==> src/rtl/osd_pkg.sv <==
// Shared types and constants for the OSD tile-map controller.
package osd_pkg;

  localparam int TILE_W = 9;
  localparam int CELL_W = 12;

  localparam logic [7:0] ADDR_ENABLE_DEF  = 8'hFE;
  localparam logic [7:0] ADDR_DISPLAY_DEF = 8'hFD;

  typedef logic [CELL_W-1:0] cell_t;
  typedef logic [CELL_W:0]   cell_lim_t;
  typedef logic [TILE_W-1:0] tile_t;

  typedef enum logic [1:0] {
    S_IDLE,
    S_FILL,
    S_DONE
  } fill_state_e;

endpackage

==> src/rtl/osd_fill_seq.sv <==
// Screen-fill sequencer: walks every tile cell once with a latched {inv,char},
// requesting the tile port each cycle and advancing only when granted.
module osd_fill_seq
  import osd_pkg::*;
#(
  parameter int C_CELLS   = 1280,
  parameter bit C_INVERSE = 1'b1
) (
  input  logic       clk_pixel,
  input  logic       resetn,
  input  logic       i_start,
  input  logic [7:0] i_char,
  input  logic       i_inv,
  input  logic       i_gnt,
  output logic       o_req,
  output cell_t      o_cell,
  output tile_t      o_data,
  output logic       o_idle,
  output logic       o_busy,
  output logic       o_done
);

  fill_state_e r_state;
  fill_state_e w_state_nxt;
  cell_t       r_cell;
  tile_t       r_data;
  logic        r_busy;
  logic        r_done;
  logic        w_last;

  assign w_last = (r_cell == cell_t'(C_CELLS - 1));

  // NOTE: every signal assigned in always_comb gets a default first, so no path can infer a latch.
  always_comb begin
    w_state_nxt = r_state;
    case (r_state)
      S_IDLE:  if (i_start) w_state_nxt = S_FILL;
      S_FILL:  if (i_gnt && w_last) w_state_nxt = S_DONE;
      S_DONE:  w_state_nxt = S_IDLE;
      default: w_state_nxt = S_IDLE;
    endcase
  end

  // NOTE: sequential state uses non-blocking assignments so all flops update together at the edge.
  always_ff @(posedge clk_pixel or negedge resetn) begin
    if (!resetn) begin
      r_state <= S_IDLE;
      r_cell  <= '0;
      r_data  <= '0;
      r_busy  <= 1'b0;
      r_done  <= 1'b0;
    end else begin
      r_state <= w_state_nxt;
      r_busy  <= (w_state_nxt == S_FILL);
      r_done  <= (w_state_nxt == S_DONE);
      if (r_state == S_IDLE && i_start) begin
        r_cell <= '0;
        r_data <= {C_INVERSE & i_inv, i_char};
      end else if (r_state == S_FILL && i_gnt) begin
        r_cell <= r_cell + 1'b1;
      end
    end
  end

  assign o_req  = (r_state == S_FILL);
  assign o_idle = (r_state == S_IDLE);
  assign o_cell = r_cell;
  assign o_data = r_data;
  assign o_busy = r_busy;
  assign o_done = r_done;

endmodule

==> src/rtl/osd_tile_ctrl.sv <==
// OSD tile-map write arbiter (SPI > fill > host) plus overlay enable register.
// Fill engine present only when OSD_TILE_CTRL_FILL_EN is defined.
module osd_tile_ctrl
  import osd_pkg::*;
#(
  parameter logic [7:0] C_ADDR_ENABLE  = ADDR_ENABLE_DEF,
  parameter logic [7:0] C_ADDR_DISPLAY = ADDR_DISPLAY_DEF,
  parameter int         C_CHARS_X      = 64,
  parameter int         C_CHARS_Y      = 20,
  parameter bit         C_INIT_ON      = 1'b1,
  parameter bit         C_INVERSE      = 1'b1
) (
  input  logic        clk_pixel,
  input  logic        resetn,
  input  logic        spi_wr,
  input  logic [31:0] spi_addr,
  input  logic [7:0]  spi_data,
  input  logic        h_valid,
  output logic        h_ready,
  input  logic [11:0] h_addr,
  input  logic [7:0]  h_char,
  input  logic        h_inv,
  input  logic        fill_start,
  input  logic [7:0]  fill_char,
  input  logic        fill_inv,
  output logic        fill_busy,
  output logic        fill_done,
  output logic        tw_en,
  output logic [11:0] tw_addr,
  output logic [8:0]  tw_data,
  output logic        osd_en
);

  localparam int        N       = C_CHARS_X * C_CHARS_Y;
  localparam cell_lim_t N_LIMIT = cell_lim_t'(N);

  logic  r_tw_en;
  cell_t r_tw_addr;
  tile_t r_tw_data;
  logic  r_osd_en;

  logic  w_spi_disp;
  logic  w_spi_enable;
  logic  w_host_ok;
  logic  w_fill_req;
  cell_t w_fill_cell;
  tile_t w_fill_data;
  logic  w_wr_en;
  cell_t w_wr_addr;
  tile_t w_wr_data;
  logic  w_unused_addr;

  assign w_unused_addr = ^{spi_addr[23:17], spi_addr[15:12]};

  assign w_spi_disp   = spi_wr && (spi_addr[31:24] == C_ADDR_DISPLAY)
                        && ({1'b0, spi_addr[11:0]} < N_LIMIT);
  assign w_spi_enable = spi_wr && (spi_addr[31:24] == C_ADDR_ENABLE);
  assign w_host_ok    = ({1'b0, h_addr} < N_LIMIT);

`ifdef OSD_TILE_CTRL_FILL_EN
  logic w_fill_idle;

  osd_fill_seq #(
    .C_CELLS   (N),
    .C_INVERSE (C_INVERSE)
  ) u_fill (
    .clk_pixel (clk_pixel),
    .resetn    (resetn),
    .i_start   (fill_start),
    .i_char    (fill_char),
    .i_inv     (fill_inv),
    .i_gnt     (!spi_wr),
    .o_req     (w_fill_req),
    .o_cell    (w_fill_cell),
    .o_data    (w_fill_data),
    .o_idle    (w_fill_idle),
    .o_busy    (fill_busy),
    .o_done    (fill_done)
  );

  // A fill request in an idle cycle pre-empts the host in that same cycle.
  assign h_ready = !spi_wr && w_fill_idle && !fill_start;
`else
  logic w_unused_fill;

  assign w_unused_fill = ^{fill_start, fill_char, fill_inv};
  assign w_fill_req    = 1'b0;
  assign w_fill_cell   = '0;
  assign w_fill_data   = '0;
  assign fill_busy     = 1'b0;
  assign fill_done     = 1'b0;
  assign h_ready       = !spi_wr;
`endif

  // Any spi_wr owns the port for its cycle, even one that is discarded.
  always_comb begin
    w_wr_en   = 1'b0;
    w_wr_addr = r_tw_addr;
    w_wr_data = r_tw_data;
    if (spi_wr) begin
      if (w_spi_disp) begin
        w_wr_en   = 1'b1;
        w_wr_addr = spi_addr[11:0];
        w_wr_data = {C_INVERSE & spi_addr[16], spi_data};
      end
    end else if (w_fill_req) begin
      w_wr_en   = 1'b1;
      w_wr_addr = w_fill_cell;
      w_wr_data = w_fill_data;
    end else if (h_valid && h_ready && w_host_ok) begin
      w_wr_en   = 1'b1;
      w_wr_addr = h_addr;
      w_wr_data = {C_INVERSE & h_inv, h_char};
    end
  end

  always_ff @(posedge clk_pixel or negedge resetn) begin
    if (!resetn) begin
      r_tw_en   <= 1'b0;
      r_tw_addr <= '0;
      r_tw_data <= '0;
      r_osd_en  <= C_INIT_ON;
    end else begin
      r_tw_en   <= w_wr_en;
      r_tw_addr <= w_wr_addr;
      r_tw_data <= w_wr_data;
      if (w_spi_enable) r_osd_en <= spi_data[0];
    end
  end

  assign tw_en   = r_tw_en;
  assign tw_addr = r_tw_addr;
  assign tw_data = r_tw_data;
  assign osd_en  = r_osd_en;

endmodule
==> config.mk <==
export PLATFORM = sky130hd
export DESIGN_NAME = osd_tile_ctrl
export DESIGN_NICKNAME = d
export VERILOG_FILES = /design/src/rtl/osd_pkg.sv /design/src/rtl/osd_fill_seq.sv /design/src/rtl/osd_tile_ctrl.sv
export SDC_FILE = /design/constraint.sdc
export NUM_CORES = 1
export LEC_CHECK = 0
export CELL_PAD_IN_SITES_DETAIL_PLACEMENT = 2
export CELL_PAD_IN_SITES_GLOBAL_PLACEMENT = 2
export CORE_ASPECT_RATIO = 2
export CORE_MARGIN = 4
export CORE_UTILIZATION = 18
export DETAILED_ROUTE_END_ITERATION = 6
export GPL_TIMING_DRIVEN = 1
export PLACE_DENSITY_LB_ADDON = 0.1
export SYNTH_ARGS = -nofsm -noshare
export SYNTH_HDL_FRONTEND = slang
export SYNTH_SLANG_ARGS = --single-unit
==> constraint.sdc <==
create_clock -name clk_pixel -period 0.9 [get_ports clk_pixel]
set_input_delay 0.225 -clock clk_pixel [delete_from_list [all_inputs] [get_ports clk_pixel]]
set_output_delay 0.225 -clock clk_pixel [all_outputs]
set_load 0.05 [all_outputs]
### Yosys cells after proc, flatten, opt, wreduce, memory -nomap -nowiden

Index checks and enable logic that the tools add are counted.

* flip-flop bits (word level): 23
* input bits: 75

* $lt $le $gt $ge: 2
* equal/unequal tests: 3
* multiplexer cells: 9
* reduce and logical (&&, ||, !) cells: 8

Operators by type and width (count)
* $mux W12: 3
* $mux W9: 3
* $lt A12 B11 Y1 const B: 2
* $eq A8 B8 Y1 const B: 2
* $logic_and A1 B1 Y1: 5
* $mux W1: 3
* $ne A2 B1 Y1 const B: 1
* $reduce_and A2 Y1: 1
* $reduce_bool A2 Y1: 1
* $logic_not A1 Y1: 1

### Logic depth before layout (Yosys ltp)

* depth after elaboration: 5
* mapped depth: 5
* gate-level depth less buffers: 4

### Least setup slack after synthesis

OpenSTA, ideal clock, no wires.

* kind: input to register
* start: input port spi_wr
* end: register r_tw_data[7] (netlist: tw_data[7])
* arrival time: 1.186 ns
* slack: -0.414 ns
* cell stages on the path: 3
* buffers on the path: 1
* cell sequence: buf_1 mux2_2 mux2_1

* word-level cells in the longest chain between the ends: 5
* elaborated cells on any way between the ends: 9
* those cells by class: eq/ne (1); mux (1); reduce/logical (7)

Ends and longest elaborated chain
* start, declared: line osd_tile_ctrl.sv:15 `input logic spi_wr,`
* $logic_not A1 Y1: line osd_tile_ctrl.sv:92 `assign h_ready = !spi_wr;`
* $logic_and A1 B1 Y1 (2 in a row): line osd_tile_ctrl.sv:110 `end else if (h_valid && h_ready && w_host_ok) begin`
* $reduce_bool A2 Y1 (no source line)
* $reduce_and A2 Y1 (no source line)
* end signal, assigned: line osd_tile_ctrl.sv:126 `r_tw_data <= w_wr_data;`
* end, declared: line osd_tile_ctrl.sv:39 `tile_t r_tw_data;`

Parallel ways exist; a longest one is shown, timed or not.
A chain may end at the register's enable or synchronous reset.

### Worst setup path in the final report

* start: input port spi_addr[30]
* end: register r_tw_addr[9] (netlist: tw_addr[9])

* word-level cells in the longest chain between the ends: 5

Ends and longest elaborated chain
* start, declared: line osd_tile_ctrl.sv:16 `input logic [31:0] spi_addr,`
* $eq A8 B8 Y1: line osd_tile_ctrl.sv:55 `assign w_spi_disp = spi_wr && (spi_addr[31:24] == C_ADDR_DISPLAY)`
* $logic_and A1 B1 Y1: line osd_tile_ctrl.sv:55
* $logic_and A1 B1 Y1: line osd_tile_ctrl.sv:56 `&& ({1'b0, spi_addr[11:0]} < N_LIMIT);`
* $ne A2 B1 Y1 (no source line)
* $reduce_and A2 Y1 (no source line)
* end signal, assigned: line osd_tile_ctrl.sv:125 `r_tw_addr <= w_wr_addr;`
* end, declared: line osd_tile_ctrl.sv:38 `cell_t r_tw_addr;`

No other way between the ends.

==> reports/qor.csv <==
metric;value;unit
maximum VDD drop;839;µV
mean post-synth cell area;14.7;µm²
Synth warnings;0;
Seq cells post-synth;23;
fin crit share;131;%
Starting Density;18.6;%
RSZ-0062 raised after global routing;true;
Fin. Hold Viols;0;
drt pass-1 iters;4;
CP arrival;1320;ps
Tot GR Track Use;12.6;%
synthesized area;0.00124;mm²
GP Congestion;0.638;
critical path fanouts, max;6;
cell leakage power;1.18;nW
CTS tree;done;
nets@finish;259;
clock-pin slew on the worst setup and hold paths;70;ps
Vias/cell;4.08;
num rows;42;
synth top area cells;dfrtp_1 44%, mux2_4 22%, mux2_2 18%;
initial antenna violation count;0;
Final ANT Viol Nets;0;
Final setup violation count;45;
vias;1107;
I/O Buffers;77;
Core Util, Final;40.7;%
Die Wd;66.7;µm
P per Cell Area;1990;mW/mm²
die height;125;µm
WHS;354;ps
core area;0.00667;mm²
violated checks;negative setup slack;
R2R depth;2;
clock buffer depth;2;
Synth-to-Final Area Change;119;%
Num CTS Buffers;3;
first-pass GRT wire length;7.65;mm
gr ovfl total;0;
1st-iter DRT viols;12;
diode count;0;
FMAX;850;MHz
Clock Skews;0;ps
IO Pins;101;
Worst Setup End Kind;register;
post-synthesis sequential area ratio;46.6;%
# DRC;0;
die area;0.00835;mm²
WL final;5.04;mm
DP Wirelength;3.19;mm
htree depth;1;
Synth top area share;44.4;%
critical path startpoint category;input port;
max-capacitance violation count;0;
setup ws final;-276;ps
hold buffers post-CTS;0;
layout cells sized above 1;63.9;%
area leader, netlist;dfrtp_1;
Skew-Pair Late Insertion Delay;250;ps
CP required;1040;ps
outcome;finished with violations;
minimum clock period;1180;ps
Hold WC Path Type;input port to asynchronous set/reset pin;
Synth Instances;84;
Yosys cell types;17;
routed len/inst;18.6;µm
vias in the first global route;1312;
largest net degree at the start of global routing;23;
Slew Viols, Final;0;
CTS Sinks;23;
CTS Root Cell;clkbuf_16;
worst setup path class;input port to register;
## metrics by stage
stage	setup TNS (ps)	cell area, µm²	worst slack [ps]	instances	total power, mW
2_1_floorplan	-6920	1270	-355	85	2.71
3_3_place_gp	-23880	2390	-1070	250	4.17
3_5_place_dp	-24380	2390	-1100	250	4.21
4_1_cts	-10000	2670	-311	265	5.39
5_1_grt	-10210	2720	-299	271	5.61
6_report	-9170	2720	-276	271	5.40
## critical path, stage by stage
cell	delay (ps)
buf_6	60
nand4_1	130
nor2_4	230
a41o_4	350
mux2_4	320
## placed cells by master, fill, tap and decap left out, types with 2 or more instances in the layout
master	count
a41o_4	4
buf_12	26
buf_2	4
buf_4	12
buf_6	6
buf_8	3
clkbuf_16	3
clkbuf_2	5
clkdlybuf4s15_1	2
clkdlybuf4s50_1	35
conb_1	2
dfrtp_1	22
mux2_2	20
mux2_4	20
nor2_4	3
o21ai_2	2
## cell usage after synthesis
cell / instances
a41o_4: 1
and3_4: 1
buf_1: 2
buf_4: 2
buf_6: 2
conb_1: 1
dfrtp_1: 22
dfstp_2: 1
inv_1: 2
mux2_1: 3
mux2_2: 20
mux2_4: 18
nand3_1: 1
nand3b_1: 1
nand4_1: 1
nor2_1: 4
o21ai_0: 2
## cell families (layout without fill, tap and decap cells)
kind of cell           Yosys count  count (layout)  share of synthesized area (%)
multiplexers                    41              41                           42.7
flip-flops                      23              23                           46.6
AND/OR/NAND/NOR                  8               8                           3.64
buffers and inverters            8             103                           4.24
AO/OA/AOI/OAI                    3               6                           2.53
other                            1               2                          0.303
## routing by layer
metal  global-route usage, %  vias up  share of wire, %
li1                        -      503                 -
met2                    24.0       41                61
met4                    3.59        0              0.69
met1                    13.3      561                33
met3                    2.51        2               5.3
met5                       0        -                 0
## worst paths after layout
kind	start	to	slack, ps
setup / recovery	spi_addr[30]	tw_addr[9]	-280
hold / removal	resetn	osd_en	350
setup reg to reg	tw_addr[7]	tw_addr[7]	-30
hold reg to reg	tw_data[6]	tw_data[6]	580
max in group asynchronous	resetn	tw_addr[10]	400
min in group clk_pixel	h_addr[10]	tw_addr[10]	370
## final cells by class
cell class | instances | area (µm²)
clock inverter | 1 | 5.00
clock buffer | 3 | 75.1
sequential | 23 | 577
inverter | 2 | 11.3
fill | 695 | 3960
tap | 88 | 110
timing repair buffer | 97 | 1220
multi-input combinational | 57 | 722
## report_power, final
group	switching [mW]	internal [mW]	total, mW	leakage, nW
Combinational	1.25	1.62	2.87	0.865
Sequential	0.265	1.27	1.53	0.277
Clock	0.397	0.599	0.996	0.0409
Total	1.91	3.48	5.40	1.18
## sequential cells by signal, summed over array words and instances (netlist names)
signal / cells
tw_addr: 12
tw_data: 9
osd_en: 1
tw_en: 1
## timing repair
item,CTS,global route
pin swaps,10,10
setup endpoints to repair,47,46
hold endpoints to repair,0,0
resized for setup,67,14
buffers inserted,6,6
gates cloned,5,0
Power figures use the tool's default switching activity.
